[src/rtl/hazard_pkg.sv]
// Shared encodings for the pipeline hazard controller: FSM states, register-zero
// constant and bit positions of the packed control-output bundle.
package hazard_pkg;

  typedef enum logic [1:0] {
    StRun     = 2'd0,
    StMemWait = 2'd1,
    StFlush   = 2'd2
  } hz_state_e;

  localparam logic [4:0] REG_ZERO = 5'd0;

  localparam int unsigned CtlPcHold      = 0;
  localparam int unsigned CtlIfidHold    = 1;
  localparam int unsigned CtlIfidFlush   = 2;
  localparam int unsigned CtlIdexBubble  = 3;
  localparam int unsigned CtlIdexHold    = 4;
  localparam int unsigned CtlExmemHold   = 5;
  localparam int unsigned CtlMemwbBubble = 6;
  localparam int unsigned CtlWidth       = 7;

  // Whole-pipe freeze while data memory is outstanding.
  localparam logic [CtlWidth-1:0] CtlFreeze = (7'd1 << CtlPcHold) | (7'd1 << CtlIfidHold) |
                                              (7'd1 << CtlIdexHold) | (7'd1 << CtlExmemHold) |
                                              (7'd1 << CtlMemwbBubble);
  localparam logic [CtlWidth-1:0] CtlBranch = (7'd1 << CtlIfidFlush) | (7'd1 << CtlIdexBubble);
  localparam logic [CtlWidth-1:0] CtlFlush  = (7'd1 << CtlIfidFlush);
  localparam logic [CtlWidth-1:0] CtlStall  = (7'd1 << CtlPcHold) | (7'd1 << CtlIfidHold) |
                                              (7'd1 << CtlIdexBubble);

endpackage

[src/rtl/load_use_cmp.sv]
// Combinational load-use detector: a load in EX writes a register the ID
// instruction reads. Shared with the forwarding unit.
module load_use_cmp
  import hazard_pkg::*;
(
  input  logic       i_ex_memread,
  input  logic [4:0] i_ex_rt,
  input  logic [4:0] i_id_rs,
  input  logic [4:0] i_id_rt,
  input  logic       i_id_uses_rt,
  output logic       o_load_use
);

  logic w_rs_match;
  logic w_rt_match;

  assign w_rs_match = (i_ex_rt == i_id_rs);
  assign w_rt_match = i_id_uses_rt & (i_ex_rt == i_id_rt);
  // $zero is never a real dependency.
  assign o_load_use = i_ex_memread & (i_ex_rt != REG_ZERO) & (w_rs_match | w_rt_match);

endmodule

[src/rtl/hazard_ctrl.sv]
// Pipeline hazard controller: memory-wait freeze > taken-branch flush > load-use stall.
// Optional HAZARD_PERF_EN adds saturating stall/flush/wait performance counters.
module hazard_ctrl
  import hazard_pkg::*;
#(
  parameter int unsigned FLUSH_CYCLES = 1,
  parameter int unsigned MEM_TIMEOUT  = 15
) (
  input  logic        clk,
  input  logic        rst_n,
  input  logic [4:0]  id_rs,
  input  logic [4:0]  id_rt,
  input  logic        id_uses_rt,
  input  logic        ex_memread,
  input  logic [4:0]  ex_rt,
  input  logic        branch_taken,
  input  logic        mem_req,
  input  logic        mem_ready,
  output logic        pc_hold,
  output logic        ifid_hold,
  output logic        ifid_flush,
  output logic        idex_bubble,
  output logic        idex_hold,
  output logic        exmem_hold,
  output logic        memwb_bubble,
  output logic        mem_err
`ifdef HAZARD_PERF_EN
  ,
  output logic [31:0] stall_cycles,
  output logic [31:0] flush_events,
  output logic [31:0] wait_cycles
`endif
);

  localparam logic [1:0] FlushReload = 2'(FLUSH_CYCLES - 1);
  localparam logic [7:0] TimeoutCnt  = 8'(MEM_TIMEOUT);

  hz_state_e             r_state, w_state_d;
  logic [1:0]            r_flush_cnt, w_flush_cnt_d;
  logic [7:0]            r_wait_cnt, w_wait_cnt_d;
  logic                  r_br_pend, w_br_pend_d;
  logic                  r_mem_err, w_mem_err_d;
  logic [CtlWidth-1:0]   w_ctl;
  logic                  w_load_use;
  logic                  w_mem_stall;

  load_use_cmp u_load_use_cmp (
    .i_ex_memread (ex_memread),
    .i_ex_rt      (ex_rt),
    .i_id_rs      (id_rs),
    .i_id_rt      (id_rt),
    .i_id_uses_rt (id_uses_rt),
    .o_load_use   (w_load_use)
  );

  assign w_mem_stall = mem_req & ~mem_ready;

  always_comb begin
    w_ctl         = '0;
    w_state_d     = r_state;
    w_flush_cnt_d = r_flush_cnt;
    w_wait_cnt_d  = r_wait_cnt;
    w_br_pend_d   = r_br_pend;
    w_mem_err_d   = r_mem_err;
    unique case (r_state)
      StRun: begin
        if (w_mem_stall) begin
          w_ctl        = CtlFreeze;
          w_state_d    = StMemWait;
          w_wait_cnt_d = 8'd1;
          w_br_pend_d  = branch_taken;
        end else if (branch_taken) begin
          w_ctl = CtlBranch;
          if (FLUSH_CYCLES > 1) begin
            w_state_d     = StFlush;
            w_flush_cnt_d = FlushReload;
          end
        end else if (w_load_use) begin
          w_ctl = CtlStall;
        end
      end
      StMemWait: begin
        if (branch_taken) w_br_pend_d = 1'b1;
        if (mem_ready) begin
          w_state_d    = StRun;
          w_wait_cnt_d = 8'd0;
          // A branch seen during the wait is flushed as the freeze lifts.
          if (r_br_pend || branch_taken) begin
            w_ctl       = CtlBranch;
            w_br_pend_d = 1'b0;
            if (FLUSH_CYCLES > 1) begin
              w_state_d     = StFlush;
              w_flush_cnt_d = FlushReload;
            end
          end
        end else if (r_wait_cnt == TimeoutCnt) begin
          w_mem_err_d  = 1'b1;
          w_state_d    = StRun;
          w_wait_cnt_d = 8'd0;
          w_br_pend_d  = 1'b0;
        end else begin
          w_ctl        = CtlFreeze;
          w_wait_cnt_d = r_wait_cnt + 8'd1;
        end
      end
      StFlush: begin
        if (w_mem_stall) begin
          // Restart the whole flush once memory completes.
          w_ctl         = CtlFreeze;
          w_state_d     = StMemWait;
          w_wait_cnt_d  = 8'd1;
          w_br_pend_d   = 1'b1;
          w_flush_cnt_d = 2'd0;
        end else if (branch_taken) begin
          w_ctl         = CtlBranch;
          w_flush_cnt_d = FlushReload;
          if (FlushReload == 2'd0) w_state_d = StRun;
        end else begin
          w_ctl = CtlFlush;
          if (r_flush_cnt <= 2'd1) begin
            w_flush_cnt_d = 2'd0;
            w_state_d     = StRun;
          end else begin
            w_flush_cnt_d = r_flush_cnt - 2'd1;
          end
        end
      end
      default: w_state_d = StRun;
    endcase
  end

  always_ff @(posedge clk or negedge rst_n) begin
    if (!rst_n) begin
      r_state     <= StRun;
      r_flush_cnt <= 2'd0;
      r_wait_cnt  <= 8'd0;
      r_br_pend   <= 1'b0;
      r_mem_err   <= 1'b0;
    end else begin
      r_state     <= w_state_d;
      r_flush_cnt <= w_flush_cnt_d;
      r_wait_cnt  <= w_wait_cnt_d;
      r_br_pend   <= w_br_pend_d;
      r_mem_err   <= w_mem_err_d;
    end
  end

  assign pc_hold      = rst_n & w_ctl[CtlPcHold];
  assign ifid_hold    = rst_n & w_ctl[CtlIfidHold];
  assign ifid_flush   = rst_n & w_ctl[CtlIfidFlush];
  assign idex_bubble  = rst_n & w_ctl[CtlIdexBubble];
  assign idex_hold    = rst_n & w_ctl[CtlIdexHold];
  assign exmem_hold   = rst_n & w_ctl[CtlExmemHold];
  assign memwb_bubble = rst_n & w_ctl[CtlMemwbBubble];
  assign mem_err      = r_mem_err;

`ifdef HAZARD_PERF_EN
  logic [31:0] r_stall_cycles, r_flush_events, r_wait_cycles;
  logic        w_stall_inc;

  assign w_stall_inc = (r_state == StRun) & ~w_mem_stall & ~branch_taken & w_load_use;

  always_ff @(posedge clk or negedge rst_n) begin
    if (!rst_n) begin
      r_stall_cycles <= 32'd0;
      r_flush_events <= 32'd0;
      r_wait_cycles  <= 32'd0;
    end else begin
      if (w_stall_inc && r_stall_cycles != '1) r_stall_cycles <= r_stall_cycles + 32'd1;
      if (branch_taken && r_flush_events != '1) r_flush_events <= r_flush_events + 32'd1;
      if (r_state == StMemWait && r_wait_cycles != '1) r_wait_cycles <= r_wait_cycles + 32'd1;
    end
  end

  assign stall_cycles = r_stall_cycles;
  assign flush_events = r_flush_events;
  assign wait_cycles  = r_wait_cycles;
`endif

endmodule

[config.mk]
export PLATFORM = sky130hd
export DESIGN_NAME = hazard_ctrl
export DESIGN_NICKNAME = d
export VERILOG_FILES = /design/src/rtl/hazard_pkg.sv /design/src/rtl/load_use_cmp.sv /design/src/rtl/hazard_ctrl.sv
export SDC_FILE = /design/constraint.sdc
export NUM_CORES = 1
export LEC_CHECK = 0
export ABC_CLOCK_PERIOD_IN_PS = 4300
export BUFFER_PORTS_ARGS = -buffer_cell sky130_fd_sc_hd__buf_4
export CAP_MARGIN = 5
export CORE_ASPECT_RATIO = 0.9
export CORE_MARGIN = 2
export CORE_UTILIZATION = 37
export CTS_CLUSTER_SIZE = 40
export DETAILED_ROUTE_END_ITERATION = 10
export MAX_ROUTING_LAYER = met4
export PLACE_DENSITY = 0.64
export SETUP_SLACK_MARGIN = 0.05
export SLEW_MARGIN = 20
export SYNTH_ARGS = -nofsm -noshare
export SYNTH_HDL_FRONTEND = slang
export SYNTH_SLANG_ARGS = --single-unit
[constraint.sdc]
create_clock -name clk -period 4.3 [get_ports clk]
set_clock_uncertainty 0.1 [all_clocks]
set_input_delay 0.43 -clock clk [delete_from_list [all_inputs] [get_ports clk]]
set_output_delay 0.43 -clock clk [all_outputs]
set_load 0.05 [all_outputs]
==> impl_metrics.tcl, run 1 <==
set metrics [dict create \
    status "complete, no violations" \
    antenna_found_initial 0 \
    cts_tree "built" \
    power.switching_mw 0.1264 \
    async_flop_share 1.000 \
    wl_met1_um 777 \
    vias 726 \
    reg2reg_depth 5 \
    overflow 0 \
    path_clk_slew_ns 0.07 \
    power.density_nw_per_um2 318.1 \
    max_freq_mhz 384.5 \
    r2r_start "r_wait_cnt[0]" \
    ctsLongestPathBuffers 2 \
    p_comb_frac 0.360 \
    drv_cap 0 \
    grt_max_degree 15 \
    areaGrowthSynthToFinish_pct 31.01 \
    dr.max_layer_used "met4" \
    maxSlewViolCount 0 \
    p_seq_frac 0.422 \
    tightestPinTransition_ns 0.7758 \
    clkLatencyLatePin_ns 0.27 \
    antenna_cells 0 \
    place_ws_ns 1.898 \
    holdPathStages 3 \
    hold_path.startpoint "mem_ready" \
    place.gp.congestion 0.7481 \
    max_slew_margin 0.4828 \
    die_y_um 48.31 \
    ant_nets 0 \
    drive_gt1_frac 0.3248 \
    core_area_um2 2122 \
    final_common_cell "buf_4" \
    synth_fp_nets 111 \
    wl_um 1719 \
    synth.avg_cell_area_um2 9.171 \
    ys_seq_area_frac 0.3411 \
    postSynthCellCount 88 \
    cp.required_ns 3.77 \
    rows 16 \
    internal-power_mw 0.2100 \
    hold_violations 0 \
    grt_pass1_vias 669 \
    crit_fanout 6 \
    remaining_drc_errors 0 \
    num-nets-final 141 \
    io_buffers 29 \
    arrival_ns 2.07 \
    clock_sinks 11 \
    swShare 0.3757 \
    stdcell_count 144 \
    p_leak_nw 0.5058 \
    dieWidth_um 53.23 \
    ir_worst_vdd_uv 188.0 \
    clockPowerShare 0.218 \
    tns_ns 0 \
    wl_per_cell_um 11.94 \
    r2r_end "r_wait_cnt[6]" \
    num_io_pins 30 \
    first_pass_iters 2 \
    cp-end-kind "primary output" \
    root_buffer "clkbuf_4" \
    cts_resized 0 \
    setup_slack_ns 1.699 \
    setup_viol 0 \
    finalInstanceArea_um2 1057 \
    synth-seq-cells 11 \
    synth.distinct_cells 35 \
    cp-start-kind "flip-flop" \
    met3WireLength_um 64 \
    worst_hold_path_type "input port to flip-flop" \
    drtIter0Drc 5 \
    start_util 0.3803 \
    min_period_ns 2.601 \
    r2r_slack_ns 2.64 \
    track_usage 0.1531 \
    synth_edf_count 0 \
    grt_pass1_wl_um 2884 \
    wl_met2_um 864 \
    rsz0062_at_grt "false" \
    ys_warn_count 0 \
    path_class "flip-flop to primary output" \
    ys_dominant_reg_cell "dfrtp_1" \
    dp.cells 139 \
    dpl_cell_area_um2 1021 \
    synthesis.area_um2 807.0 \
    htree_levels 1 \
    dp_hpwl_um 1342 \
    layout_common_cells "buf_4, dfrtp_1, xor2_1" \
    die_area_um2 2571 \
    finalCritPeriodShare 0.6048 \
    holdPathEnd "r_wait_cnt[0]" \
    viasPerCell 5.042 \
    cts_made_buffers 3 \
]
[cells in the mapped netlist, types with 2 or more instances]
cell type  count  area share
dfrtp_1       11        0.34
xor2_1        10        0.11
nand2_1        7       0.033
nor2_1         6       0.028
a21oi_1        5       0.031
nand3_1        5       0.031
a22o_1         4       0.043
inv_1          4       0.019
o21ai_0        4       0.025
buf_4          3       0.028
mux2i_1        2       0.025
nor3_1         2       0.012
o41ai_1        2       0.022
xnor2_1        2       0.022
[through the flow]
stage               hold WS (ns)  utilization  total power [mW]
floorplan                0.03441            -            0.2241
global placement          0.1842       0.4811            0.2624
detailed placement        0.1875       0.4811            0.2650
CTS                       0.3650       0.4982            0.3403
global route              0.3683       0.4982            0.3603
finish                    0.3673       0.4982            0.3363
[power groups by stage]
stage	clock network, mW	logic (mW)	registers (mW)
final	0.0733	0.121	0.142
after global routing	0.0822	0.133	0.145
after CTS	0.0762	0.123	0.141
after detailed placement	0	0.122	0.143
after global placement	0	0.120	0.142
after floorplan	0	0.0896	0.135
[registers in the layout (all words and copies together) (netlist names)]
signal	cells
r_wait_cnt	8
mem_err	1
r_state	1
r_br_pend	1
[cell type report]
class	instances	area (um2)
clock buffers	4	26.28
fillers	224	1065
inverters	4	15.01
multi-input cells	68	479.2
flip-flops and latches	11	275.3
well taps	27	33.78
repair buffers	30	227.7
[logic make-up after synthesis]
group	synth area share
AO/OA/AOI/OAI	0.2109
XOR/XNOR	0.1302
adder cells (fa/ha/maj)	0.01550
buffers and inverters	0.06510
flip-flops	0.3411
multiplexers	0.02481
AND/OR/NAND/NOR	0.2124
[layer usage]
layer  vias to the layer above  global-route usage
li1                        379                   -
met1                       331              0.1918
met2                        14              0.2387
met3                         2             0.04630
met4                         0             0.03846
met5                         -                   -
[critical path: stages (launching register included)]
cell	delay, ns
dfrtp_1	0.43
ha_1	0.24
and3_4	0.18
and2_4	0.16
o21a_1	0.17
o41ai_1	0.35
buf_4	0.28
[how the worst max path moves through the flow]
stage	start	end	slack [ns]	cells after the start
floorplan	r_wait_cnt[0]	pc_hold	0.48	7
global placement	ex_rt[3]	ifid_hold	1.93	6
detailed placement	ex_rt[3]	ifid_hold	1.90	6
CTS	r_wait_cnt[0]	ifid_hold	1.69	6
global route	r_wait_cnt[0]	ifid_hold	1.54	6
finish	r_wait_cnt[0]	ifid_hold	1.70	6
[timing repair]
action	4_1_cts	5_1_grt
buffers inserted	0	0
hold endpoints to repair	11	0
hold buffers	1	0
Power figures use the tool's default switching activity.
==> inputs of run 2 (changes only) <==
Settings changed: ABC_AREA set to 1, ABC_CLOCK_PERIOD_IN_PS 4300 to 2600, PLACE_DENSITY 0.64 to 0.63.
Clock period 4.3 ns to 2.6 ns, I/O delays scaled along.
==> run 2 against run 1 <==
  * Global-route usage up 2.8 points
  * Clock power up 56%
  * Sequential power up 43%
  * Via count up 27%
  * Cell count up 38%
  * Synthesized area up 7.1%
  * Total power up 46%
  * Wire length up 19%
  * Die area up 6.6%
  * Register-to-register slack worse by 1.6 ns
  * Hold slack worse by 0.16 ns
==> impl_metrics.tcl, run 2 <==
set metrics [dict create \
    status "complete, no violations" \
    drv_cap 0 \
    maxSlewViolCount 0 \
    hold_violations 0 \
    dp.cells 193 \
    utilization 0.5131 \
    dieWidth_um 54.96 \
    post-synth-top-count-cell "nand2_1" \
    final_common_cell "nand2_1" \
    viasPerCell 4.641 \
    synth.distinct_cells 21 \
    arrival_ns 1.85 \
    drtIter0Drc 20 \
    clock_sinks 11 \
    synth_area_leader_cell "dfrtp_1" \
    overflow 0 \
    path_class "flip-flop to primary output" \
    grt_pass1_vias 879 \
    ant_nets 0 \
    antenna_cells 0 \
    path_clk_slew_ns 0.07 \
    tightestPinTransition_ns 0.3818 \
    io_buffers 29 \
    cts_tree "built" \
    ctsLongestPathBuffers 2 \
    wl_um 2043 \
    n_fill_cell 242 \
    postSynthCellCount 140 \
    setup_viol 0 \
    num-nets-final 195 \
    synth_fp_nets 163 \
    stdcell_count 198 \
    power.density_nw_per_um2 433.6 \
    netlist.area_leader.share 0.3184 \
    remaining_drc_errors 0 \
    synth_edf_count 0 \
    synth_common_cells "nand2_1, inv_1, nor2_1, dfrtp_1, nand3_1" \
    areaGrowthSynthToFinish_pct 30.68 \
    dp_hpwl_um 1691 \
    worst_hold_path_type "input port to flip-flop" \
    layout_common_cells "nand2_1, buf_4, inv_1" \
    cp-end-kind "primary output" \
    first_pass_iters 4 \
    core_area_um2 2202 \
    crit_fanout 5 \
    rows 16 \
    grt_max_degree 15 \
    async_flop_share 1.000 \
    rsz0062_at_grt "false" \
    dpl_cell_area_um2 1094 \
    setup_slack_ns 0.3891 \
    min_period_ns 2.211 \
    place_ws_ns 0.7183 \
    synth.avg_cell_area_um2 6.176 \
    finalCritPeriodShare 0.8503 \
    die_y_um 49.86 \
    largest_reg_flops 8 \
    die_area_um2 2740 \
    cp.required_ns 2.24 \
    max_slew_margin 0.7445 \
    htree_levels 1 \
    num_io_pins 30 \
    max_freq_mhz 452.3 \
    track_usage 0.1807 \
    synth.area.top_cells "dfrtp_1, nand2_1, inv_1" \
    p_leak_nw 0.6519 \
    wl_per_cell_um 10.32 \
    ys_dominant_reg_cell "dfrtp_1" \
    synth-seq-cells 11 \
    ys_warn_count 0 \
    place.gp.congestion 0.8671 \
    start_util 0.3926 \
    cp-start-kind "flip-flop" \
    largest-register "r_wait_cnt" \
    ys_seq_area_frac 0.3184 \
    vias 919 \
    drive_gt1_frac 0.2339 \
    ir_worst_vdd_uv 271.1 \
    cts_made_buffers 3 \
    antenna_found_initial 0 \
    grt_pass1_wl_um 3574 \
    synthesis.area_um2 864.6 \
    postCtsSetupBuffers 0 \
    clkLatencyLatePin_ns 0.26 \
    root_buffer "clkbuf_4" \
    tns_ns 0 \
    finalInstanceArea_um2 1130 \
]
-- run 2: changes by cell type after synthesis, sizes merged, moves of 3 or more --
cell | previous run | this run
nor2 | 6 | 17
nand3 | 5 | 10
inv | 4 | 29
nand2 | 7 | 46
xor2 | 10 | 2
a22o | 4 | 1
o21ai | 4 | 9
-- run 2: per-layer routing --
layer	track usage	routed length, um
met5	-	0
met3	0.04545	111
met4	0.01220	7
met1	0.2381	959
met2	0.2917	964
-- run 2: final cells by class --
cell class,count,area [um2],area share
Sequential cell,11,275.3,0.2436
Multi-Input combinational cell,97,457.9,0.4053
Tap cell,27,33.78,0.02990
Clock buffer,4,26.28,0.02326
Timing Repair Buffer,30,227.7,0.2016
Inverter,29,108.9,0.09635
-- run 2: critical path: stages, from the launching register on --
cell and delay [ns]:
dfrtp_1 0.39, ha_1 0.21, nand3_1 0.12, nor2_1 0.29, nor2_4 0.08, inv_2 0.08, o21ai_2 0.07, nand2_2 0.07
nand2_1 0.07, buf_4 0.19
-- run 2: kinds of logic (layout without fill, tap and decap cells) --
group / Yosys count / after routing / share of synthesized area
buf+inv: 32 / 63 / 0.1519
compound gates: 18 / 18 / 0.1259
fa+ha+maj: 1 / 1 / 0.01447
flops: 11 / 11 / 0.3184
xor+xnor: 3 / 3 / 0.03040
simple gates: 75 / 75 / 0.3589
-- run 2: worst paths after layout --
kind / start / end / slack, ns / cells past startpoint
hold / removal: mem_ready / r_wait_cnt[2] / 0.21 / 4
setup reg to reg: r_wait_cnt[0] / r_br_pend / 1.00 / 8
setup / recovery: r_wait_cnt[0] / ifid_hold / 0.39 / 9
min in group asynchronous: rst_n / r_wait_cnt[5] / 0.28 / 2
hold reg to reg: mem_err / mem_err / 0.38 / 1
max in group asynchronous: rst_n / r_wait_cnt[1] / 1.96 / 2
-- run 2: per-stage QoR --
step / hold slack [ns] / power (mW)
finish: 0.2058 / 0.4899
global route: 0.2241 / 0.5251
CTS: 0.1994 / 0.4933
detailed placement: 0.01739 / 0.3780
global placement: 0.01544 / 0.3755
floorplan: -0.1356 / 0.3166
-- run 2: power by group --
| group | switching, mW | leakage [nW] | internal (mW) |
|---|---|---|---|
| Clock | 0.0547 | 0.0150 | 0.0593 |
| Sequential | 0.0160 | 0.146 | 0.187 |
| Combinational | 0.105 | 0.491 | 0.0675 |
| Total | 0.176 | 0.652 | 0.314 |
-- run 2: timing repair --
item	CTS	global route
resized for setup	0	0
hold endpoints to repair	11	0
hold buffers	1	0
